===== src/rtl/multicycle_mips_core.sv =====
// Multicycle MIPS-I subset core: PC, 32x32 register file, ALU and a control FSM
// sharing one instruction/data memory port with a req/ack handshake.
module multicycle_mips_core #(
  parameter logic [31:0] RESET_PC        = 32'h0000_0000,
  parameter bit          HALT_ON_ILLEGAL = 1'b1
) (
  input  logic        clk,
  input  logic        rst_n,
  output logic        mem_req,
  output logic        mem_we,
  output logic [31:0] mem_addr,
  output logic [31:0] mem_wdata,
  input  logic        mem_ack,
  input  logic [31:0] mem_rdata,
  output logic [31:0] pc_out,
  output logic [31:0] out_alu,
  output logic        retire,
  output logic        halted
);

  typedef enum logic [2:0] {
    S_FETCH  = 3'd0,
    S_DECODE = 3'd1,
    S_EXEC   = 3'd2,
    S_MEM    = 3'd3,
    S_WB     = 3'd4,
    S_HALT   = 3'd5
  } state_t;

  localparam logic [5:0] OP_RTYPE = 6'b000000;
  localparam logic [5:0] OP_J     = 6'b000010;
  localparam logic [5:0] OP_BEQ   = 6'b000100;
  localparam logic [5:0] OP_BNE   = 6'b000101;
  localparam logic [5:0] OP_ADDI  = 6'b001000;
  localparam logic [5:0] OP_LW    = 6'b100011;
  localparam logic [5:0] OP_SW    = 6'b101011;

  localparam logic [5:0] FN_ADD = 6'b100000;
  localparam logic [5:0] FN_SUB = 6'b100010;
  localparam logic [5:0] FN_AND = 6'b100100;
  localparam logic [5:0] FN_OR  = 6'b100101;
  localparam logic [5:0] FN_SLT = 6'b101010;

  state_t      state;
  state_t      state_next;

  logic [31:0] pc;
  logic [31:0] pc4;
  logic [31:0] ir;
  logic [31:0] a;
  logic [31:0] b;
  logic [31:0] sext;
  logic [31:0] bt;
  logic [31:0] mdr;
  logic [31:0] alu_reg;
  logic        retire_reg;
  // Cleared by reset so the port stays idle until the first clock edge after reset.
  logic        run;
  logic [31:0] rf [1:31];

  // Instruction fields
  logic [5:0]  opcode;
  logic [5:0]  funct;
  logic [4:0]  rs;
  logic [4:0]  rt;
  logic [4:0]  rd;
  logic [31:0] imm_sext;

  assign opcode   = ir[31:26];
  assign rs       = ir[25:21];
  assign rt       = ir[20:16];
  assign rd       = ir[15:11];
  assign funct    = ir[5:0];
  assign imm_sext = {{16{ir[15]}}, ir[15:0]};

  logic is_rtype, is_addi, is_lw, is_sw, is_beq, is_bne, is_j, is_branch;
  logic r_legal, legal;

  // Instruction classification from the latched IR
  always_comb begin
    is_rtype  = (opcode == OP_RTYPE);
    is_addi   = (opcode == OP_ADDI);
    is_lw     = (opcode == OP_LW);
    is_sw     = (opcode == OP_SW);
    is_beq    = (opcode == OP_BEQ);
    is_bne    = (opcode == OP_BNE);
    is_j      = (opcode == OP_J);
    is_branch = is_beq || is_bne;
    r_legal   = (funct == FN_ADD) || (funct == FN_SUB) || (funct == FN_AND) ||
                (funct == FN_OR)  || (funct == FN_SLT);
    legal     = (is_rtype && r_legal) || is_addi || is_lw || is_sw || is_branch || is_j;
  end

  // Register file read ports; $0 is hardwired to zero
  logic [31:0] rs_val;
  logic [31:0] rt_val;
  always_comb begin
    rs_val = (rs == 5'd0) ? 32'd0 : rf[rs];
    rt_val = (rt == 5'd0) ? 32'd0 : rf[rt];
  end

  // ALU: R-type ops, address/immediate add, and compare-by-subtract for branches
  logic [31:0] alu_result;
  logic        taken;
  always_comb begin
    alu_result = a + sext;
    if (is_rtype) begin
      case (funct)
        FN_ADD:  alu_result = a + b;
        FN_SUB:  alu_result = a - b;
        FN_AND:  alu_result = a & b;
        FN_OR:   alu_result = a | b;
        FN_SLT:  alu_result = ($signed(a) < $signed(b)) ? 32'd1 : 32'd0;
        default: alu_result = a + b;
      endcase
    end else if (is_branch) begin
      alu_result = a - b;
    end
    taken = is_beq ? (a == b) : (a != b);
  end

  // A memory access finishes only on an acked edge while actually requesting
  logic acc_done;
  assign acc_done = mem_req && mem_ack;

  // Instruction completion in the current state; registered into retire
  logic complete;
  always_comb begin
    complete = 1'b0;
    case (state)
      S_DECODE: complete = !legal && !HALT_ON_ILLEGAL;
      S_EXEC:   complete = is_branch || is_j;
      S_MEM:    complete = is_sw && acc_done;
      S_WB:     complete = 1'b1;
      default:  complete = 1'b0;
    endcase
  end

  // FSM state register
  always_ff @(posedge clk or negedge rst_n) begin
    if (!rst_n) begin
      state <= S_FETCH;
    end else begin
      state <= state_next;
    end
  end

  // FSM next-state logic
  always_comb begin
    state_next = state;
    case (state)
      S_FETCH:  if (acc_done) state_next = S_DECODE;
      S_DECODE: begin
        if (!legal) state_next = HALT_ON_ILLEGAL ? S_HALT : S_FETCH;
        else        state_next = S_EXEC;
      end
      S_EXEC: begin
        if (is_branch || is_j)  state_next = S_FETCH;
        else if (is_lw || is_sw) state_next = S_MEM;
        else                     state_next = S_WB;
      end
      S_MEM:    if (acc_done) state_next = is_sw ? S_FETCH : S_WB;
      S_WB:     state_next = S_FETCH;
      S_HALT:   state_next = S_HALT;
      default:  state_next = S_FETCH;
    endcase
  end

  // FSM outputs: memory port driven only in FETCH/MEM, idle during and right after reset
  always_comb begin
    mem_req   = 1'b0;
    mem_we    = 1'b0;
    mem_addr  = 32'd0;
    mem_wdata = 32'd0;
    halted    = (state == S_HALT);
    if (run) begin
      case (state)
        S_FETCH: begin
          mem_req  = 1'b1;
          mem_addr = pc;
        end
        S_MEM: begin
          mem_req  = 1'b1;
          mem_addr = alu_reg;
          if (is_sw) begin
            mem_we    = 1'b1;
            mem_wdata = b;
          end
        end
        default: ;
      endcase
    end
  end

  // Datapath registers: PC, IR, operand latches, ALU result, MDR, retire pulse
  always_ff @(posedge clk or negedge rst_n) begin
    if (!rst_n) begin
      pc         <= RESET_PC;
      pc4        <= 32'd0;
      ir         <= 32'd0;
      a          <= 32'd0;
      b          <= 32'd0;
      sext       <= 32'd0;
      bt         <= 32'd0;
      mdr        <= 32'd0;
      alu_reg    <= 32'd0;
      retire_reg <= 1'b0;
      run        <= 1'b0;
    end else begin
      run        <= 1'b1;
      retire_reg <= complete;
      case (state)
        S_FETCH: begin
          if (acc_done) begin
            ir  <= mem_rdata;
            pc4 <= pc + 32'd4;
          end
        end
        S_DECODE: begin
          a    <= rs_val;
          b    <= rt_val;
          sext <= imm_sext;
          bt   <= pc4 + {imm_sext[29:0], 2'b00};
          if (!legal && !HALT_ON_ILLEGAL) pc <= pc4;
        end
        S_EXEC: begin
          if (!is_j) alu_reg <= alu_result;
          if (is_branch) pc <= taken ? bt : pc4;
          if (is_j)      pc <= {pc4[31:28], ir[25:0], 2'b00};
        end
        S_MEM: begin
          if (acc_done) begin
            if (is_sw) pc <= pc4;
            else       mdr <= mem_rdata;
          end
        end
        S_WB: begin
          pc <= pc4;
        end
        default: ;
      endcase
    end
  end

  // Register file write-back: rd for R-type, rt for addi/lw; $0 writes dropped
  logic [4:0]  wb_dest;
  logic [31:0] wb_data;
  assign wb_dest = is_rtype ? rd : rt;
  assign wb_data = is_lw ? mdr : alu_reg;

  // Register file storage
  always_ff @(posedge clk or negedge rst_n) begin
    if (!rst_n) begin
      for (int i = 1; i < 32; i++) rf[i] <= 32'd0;
    end else if (state == S_WB && wb_dest != 5'd0) begin
      rf[wb_dest] <= wb_data;
    end
  end

  assign pc_out  = pc;
  assign out_alu = alu_reg;
  assign retire  = retire_reg;

endmodule

===== config.mk =====
export PLATFORM = sky130hd
export DESIGN_NAME = multicycle_mips_core
export DESIGN_NICKNAME = d
export VERILOG_FILES = /design/src/rtl/multicycle_mips_core.sv
export SDC_FILE = /design/constraint.sdc
export NUM_CORES = 2
export LEC_CHECK = 0
export ABC_AREA = 0
export CAP_MARGIN = 20
export CORE_ASPECT_RATIO = 2
export CORE_UTILIZATION = 40
export DETAILED_ROUTE_END_ITERATION = 6
export GPL_ROUTABILITY_DRIVEN = 0
export PLACE_DENSITY = 0.66
export SLEW_MARGIN = 10
export SYNTH_ARGS = -nofsm -noshare
export SYNTH_HDL_FRONTEND = slang
export SYNTH_SLANG_ARGS = --single-unit

===== constraint.sdc =====
create_clock -name clk -period 2.7 [get_ports clk]
set_input_delay 0.54 -clock clk [delete_from_list [all_inputs] [get_ports clk]]
set_output_delay 0.54 -clock clk [all_outputs]
set_load 0.02 [all_outputs]

==> Yosys cells after proc, flatten, opt, wreduce, memory -nomap -nowiden <==
Index checks and enable logic that the tools add are counted.
{ "totals": {"out_inout_bits": 132, "inputBits": 35, "reg_bits": 1269} }
{ "op_classes": {"eq_ne": 22, "order_cmp": 5, "n_addsub": 5, "n_mux": 42, "reduce_logical": 29, "bitwise_logic": 7} }
{ "ops": {"columns": ["operator", "n"], "rows": [
  ["$bwmux W992", 1],
  ["$mux W32", 19],
  ["$bmux W32 S5", 2],
  ["$demux W32 S5", 1],
  ["$pmux W32 S4", 1],
  ["$add A32 B32 Y32", 3],
  ["$pmux W32 S3", 1],
  ["$pmux W32 S2", 1],
  ["$eq A6 B6 Y1 const B", 7],
  ["$add A32 B3 Y32 const B", 1],
  ["$and A32 B32 Y32", 1],
  ["$eq A32 B32 Y1", 1],
  ["$lt A32 B32 Y1", 1],
  ["$ne A32 B32 Y1", 1],
  ["$or A32 B32 Y32", 1],
  ["$sub A32 B32 Y32", 1],
  ["$ge A6 B6 Y1 const B", 3],
  ["$mux W3", 6],
  ["$not A5 Y6", 3],
  ["$pmux W3 S5", 1],
  ["$eq A6 B3 Y1 const B", 2],
  ["$logic_or A1 B1 Y1", 12],
  ["$logic_not A5 Y1", 2],
  ["$mux W1", 7],
  ["20 further kinds", 31]
]} }

==> Logic depth before layout (Yosys ltp) <==
{ "depth": {"ltp_word": 13, "depth_mapped": 14, "mapped_depth_nobuf": 14} }

==> Worst setup path before layout <==
OpenSTA, ideal clock, no wires.
{ "synth_timing": {"kind": "flip-flop to flip-flop", "from": "reg a[12]", "to": "reg alu_reg[23] (netlist: out_alu[23])", "synth_period_minus_slack_ns": 2.937, "slack_ns": -0.237, "n_path_buf": 1, "path_stages_with_launch": 14, "t_arrival_ns": 2.803, "setup_ns": 0.135, "path_cell_list": "dfrtp_1 inv_1 ha_1 buf_6 or4_4 o21bai_1 nand3_2 a32oi_2 nand4_1 a32oi_1 nor3b_2 a221o_1 a221oi_2 o31ai_1"} }
{ "synth_between": {"elab_chain_cells": 3, "elab_cells_between_ends": 6, "cone_classes": "3 x add/sub; 3 x mux"} }
{ "synth_lines": {"columns": ["element", "line", "text"], "rows": [
  ["from (decl)", "50", "logic [31:0] a;"],
  ["from (signal assigned)", "220", "a <= rs_val;"],
  ["$add A32 B32 Y32, or another cell as far along", "109, 114", null],
  ["$pmux W32 S4 or $mux W32 (tied branches)", "108, 116", null],
  ["$mux W32 *", "107", "if (is_rtype) begin"],
  ["to (signal assigned)", "227", "if (!is_j) alu_reg <= alu_result;"],
  ["to (decl)", "55", "logic [31:0] alu_reg;"]
]} }
Mark *: on every way between the ends. The rest lies on a longest branch, timed or not.
A chain may end at the register's enable or synchronous reset.

==> Final worst setup path <==
{ "layout_timing": {"from": "reg ir[28]", "to": "out mem_wdata[10]"} }
{ "layout_between": {"elab_chain_cells": 4} }
{ "layout_lines": {"columns": ["element", "line", "text"], "rows": [
  ["from (decl)", "49", "logic [31:0] ir;"],
  ["from (signal assigned)", "215", "ir <= mem_rdata;"],
  ["$eq A6 B6 Y1", "84", "is_sw = (opcode == OP_SW);"],
  ["$mux W32", "185", "if (is_sw) begin"],
  ["$mux W32", "177", "case (state)"],
  ["$mux W32", "176", "if (run) begin"],
  ["to (decl)", "12", "output logic [31:0] mem_wdata,"]
]} }
Every way passes these cells.

==> impl_metrics.py <==
metrics = {
    "synth": {
        "yosysMostFrequentCell": "dfrtp_1",
        "syn-cell-area_sq_um": 71400,
        "synthAdderAreaFrac_pct": 2.86,
        "syn_avg_cell_area_sq_um": 10.6,
        "synth_xor_area_share_pct": 1.41,
        "muxShareOfSynthArea_pct": 22.0,
        "yosys.area.top_type": "dfrtp_1",
        "synthSimpleGateAreaFrac_pct": 10.3,
        "syn_inst": 6764,
        "synth_flop_cell": "dfrtp_1",
        "synth_nets": 6960,
        "synth_top_family_by_area": "multiplexers",
        "synth-edff-count": 0,
        "synthArstFlopShare_pct": 100,
        "synth-seq-cells": 1269,
        "synthTopCellsByArea": "dfrtp_1 (44%), mux4_2 (18%), o21ai_0 (5.0%), a21oi_1 (4.8%), nand2_1 (4.3%)",
        "netlist.area_leader.share_pct": 44.5,
        "yosysUniqueCellTypes": 88,
        "synth_compound_area_share_pct": 14.9,
        "synth_common_cells": "dfrtp_1 (1269), nand2_1 (823), o21ai_0 (718)",
        "synth_seq_area_share_pct": 44.5,
        "yosysWarningCount": 0,
    },
    "outcome": {
        "failed_checks": "setup timing",
        "status": "finished with violations",
    },
    "final_layout": {
        "areaGrowthSynthToFinish_pct": 27.8,
        "layoutNonFillerInstCount": 9897,
        "drive_above_1_share_pct": 32.5,
        "largest_reg_flops": 992,
        "regMostFlops": "rf",
        "layout.nets": 7671,
    },
    "worst_setup_path": {
        "crit_cells": 9,
        "worst-setup-path-type": "reg -> out",
        "worstSetupStartpointType": "flop",
        "startpoint": "ir[28]",
        "critPathBufInv": 4,
        "r2r_cells": 13,
        "crit_path_cell_trace": "nand2b_4 -> nor3_4 -> buf_6 -> and2_4 -> and3_4 -> buf_12 -> buf_12 -> and2_4 -> buf_8",
        "reg2reg_from": "a[2]",
        "crit_path_end": "mem_wdata[10]",
        "slowest_stage": "dfrtp_1",
        "crit_required_ns": 2.16,
        "end_kind": "output port",
        "cp_top_family": "simple AND/OR/NAND/NOR gates",
        "cp_slowest_stage_delay_ns": 0.41,
        "crit_fanout": 6,
        "worstPathArrival_ns": 2.74,
        "r2r-end": "out_alu[28]",
        "rrSetupSlack_ns": -0.55,
    },
    "power_and_ir_drop": {
        "leakagePower_nw": 39.4,
        "post-layout-total-power_mw": 120,
        "irDropWorstVdd_v": 0.00150,
        "combPwrFrac_pct": 58.5,
        "p_seq_share_pct": 27.5,
        "sw_frac_of_total_pct": 43.2,
        "power.switching_mw": 51.7,
        "p_clk_share_pct": 14.0,
        "power_per_cell_area_nw_per_um2": 1310,
        "internal_power_mw": 68.1,
    },
    "die": {
        "rows": 219,
        "num_io_pins": 167,
        "die_w_microns": 301,
        "initial_core_util_pct": 40.2,
        "core_area_sq_um": 178000,
        "die_area_sq_um": 180000,
        "die_h_microns": 600,
    },
    "sta": {
        "fmax_mhz": 305,
        "setup_violations": 890,
        "worst_pin_slew_ns": 1.07,
        "hold_viol": 0,
        "fin_setup_tns_ns": -150.51,
        "fin_crit_ns": 3.28,
        "fin_crit_sh_pct": 121,
        "rsz0062_at_grt": "yes",
        "fin_skew_ns": 0.0612,
        "slew_headroom_pct": 28.7,
        "setup_ws_ns": -0.580,
        "drv_slew": 0,
        "hold_ws_ns": 0.424,
    },
    "cts": {
        "root_buffer": "clkbuf_16",
        "htreeDepth": 3,
        "cts-buffers-inserted": 108,
        "path_clk_slew_ns": 0.07,
        "clk_latency_ns": 0.78,
        "clock_path_buffers": 3,
        "cts_tree": "built",
        "cts.sinks": 1269,
    },
    "global_route": {
        "overflow": 0,
        "grt_pass1_wl_mm": 399,
        "grt_max_degree": 82,
        "antenna_found_initial": 16,
        "track_usage_pct": 29.9,
        "grt_pass1_vias": 62416,
    },
    "drt": {
        "drc": 0,
        "drt_pass1_iterations": 7,
        "drt-total-wl_mm": 291,
        "postRouteAntennaNets": 0,
        "vias_per_cell": 6.33,
        "dr.first_iter.drc_count": 7245,
        "wl_per_cell_microns": 29.5,
        "vias": 62663,
    },
    "hold_path": {
        "holdPathStages": 2,
        "hp-class": "in -> reg",
    },
    "place": {
        "dp.cells": 9550,
        "dp_slack_ns": -0.863,
        "portBuffers": 166,
        "hpwl_mm": 183,
    },
    "run": {
        "drv_cap": 0,
    },
}
[cell usage in the layout (no fill, tap or decap), types with 33 or more instances in the layout]
master,count
dfrtp_1,1255
nand2_1,782
buf_4,750
o21ai_0,670
a21oi_1,629
mux4_2,576
nor2_1,563
buf_12,191
clkbuf_16,140
mux2i_1,130
ha_1,118
inv_1,112
mux2_2,99
clkdlybuf4s50_1,99
buf_6,78
xnor2_1,62
o21ai_1,61
a21oi_2,53
xor2_1,51
nor2b_1,49
o22ai_1,47
a22oi_1,42
a21o_1,42
nor2_4,41
nand3_1,36
inv_2,35
ha_4,34
and2_4,33
[how the worst min path moves through the flow]
stage / from / end / slack [ns]
2_1_floorplan: rst_n / a[0] / 0.24
3_3_place_gp: bt[0] / bt[0] / 0.46
3_5_place_dp: bt[14] / bt[14] / 0.47
4_1_cts: mem_rdata[30] / mdr[30] / 0.41
5_1_grt: rst_n / sext[8] / 0.44
6_report: mem_rdata[26] / mdr[26] / 0.42
[area by class of cell]
| cell class | count | area, sq um |
|---|---|---|
| Fill cell | 15026 | 86300 |
| Multi-Input combinational cell | 4747 | 39500 |
| Sequential cell | 1269 | 31800 |
| Timing Repair Buffer | 1200 | 12800 |
| Clock buffer | 150 | 3080 |
| Tap cell | 2320 | 2900 |
| Clock inverter | 53 | 624 |
| Inverter | 149 | 567 |
| Antenna cell | 9 | 22.5 |
[power groups by stage]
stage / sequential (mW) / clock, mW / combinational (mW)
CTS: 32.3 / 16.9 / 65.0
global placement: 31.9 / 0 / 61.4
finish: 32.9 / 16.8 / 70.1
detailed placement: 32.5 / 0 / 62.7
global route: 33.5 / 17.5 / 73.6
floorplan: 30.6 / 0 / 37.1
[per-layer routing]
| layer | track usage (%) | routed length [microns] | vias to the layer above |
|---|---|---|---|
| li1 | - | - | 25940 |
| met3 | 6.33 | 27700 | 1561 |
| met2 | 50.6 | 141000 | 4076 |
| met4 | 27.3 | 34600 | 10 |
| met5 | 0 | 83 | - |
| met1 | 30.9 | 87800 | 31076 |
[logic make-up (layout without fill, tap and decap cells)]
kind of cell	Yosys count	count (layout)
AND/OR/NAND/NOR	1752	1752
other	1	10
multiplexers	838	838
buffers and inverters	748	1552
XOR/XNOR	115	115
AO/OA/AOI/OAI	1880	1880
adder cells (fa/ha/maj)	161	161
flip-flops	1269	1269
[through the flow]
step,cell area (sq um),util [%]
after floorplan,71700,-
after global placement,83300,46.9
after detailed placement,83300,46.9
after CTS,88300,49.8
after global routing,91300,51.4
final,91300,51.4
[repair_timing]
item	4_1_cts	5_1_grt
setup endpoints to repair	874	1138
pin swaps	88	142
gates resized for setup	361	470
setup buffers	36	67
hold endpoints to repair	39	0
cloned	6	43
hold buffers	1	0
Power figures use the tool's default switching activity.
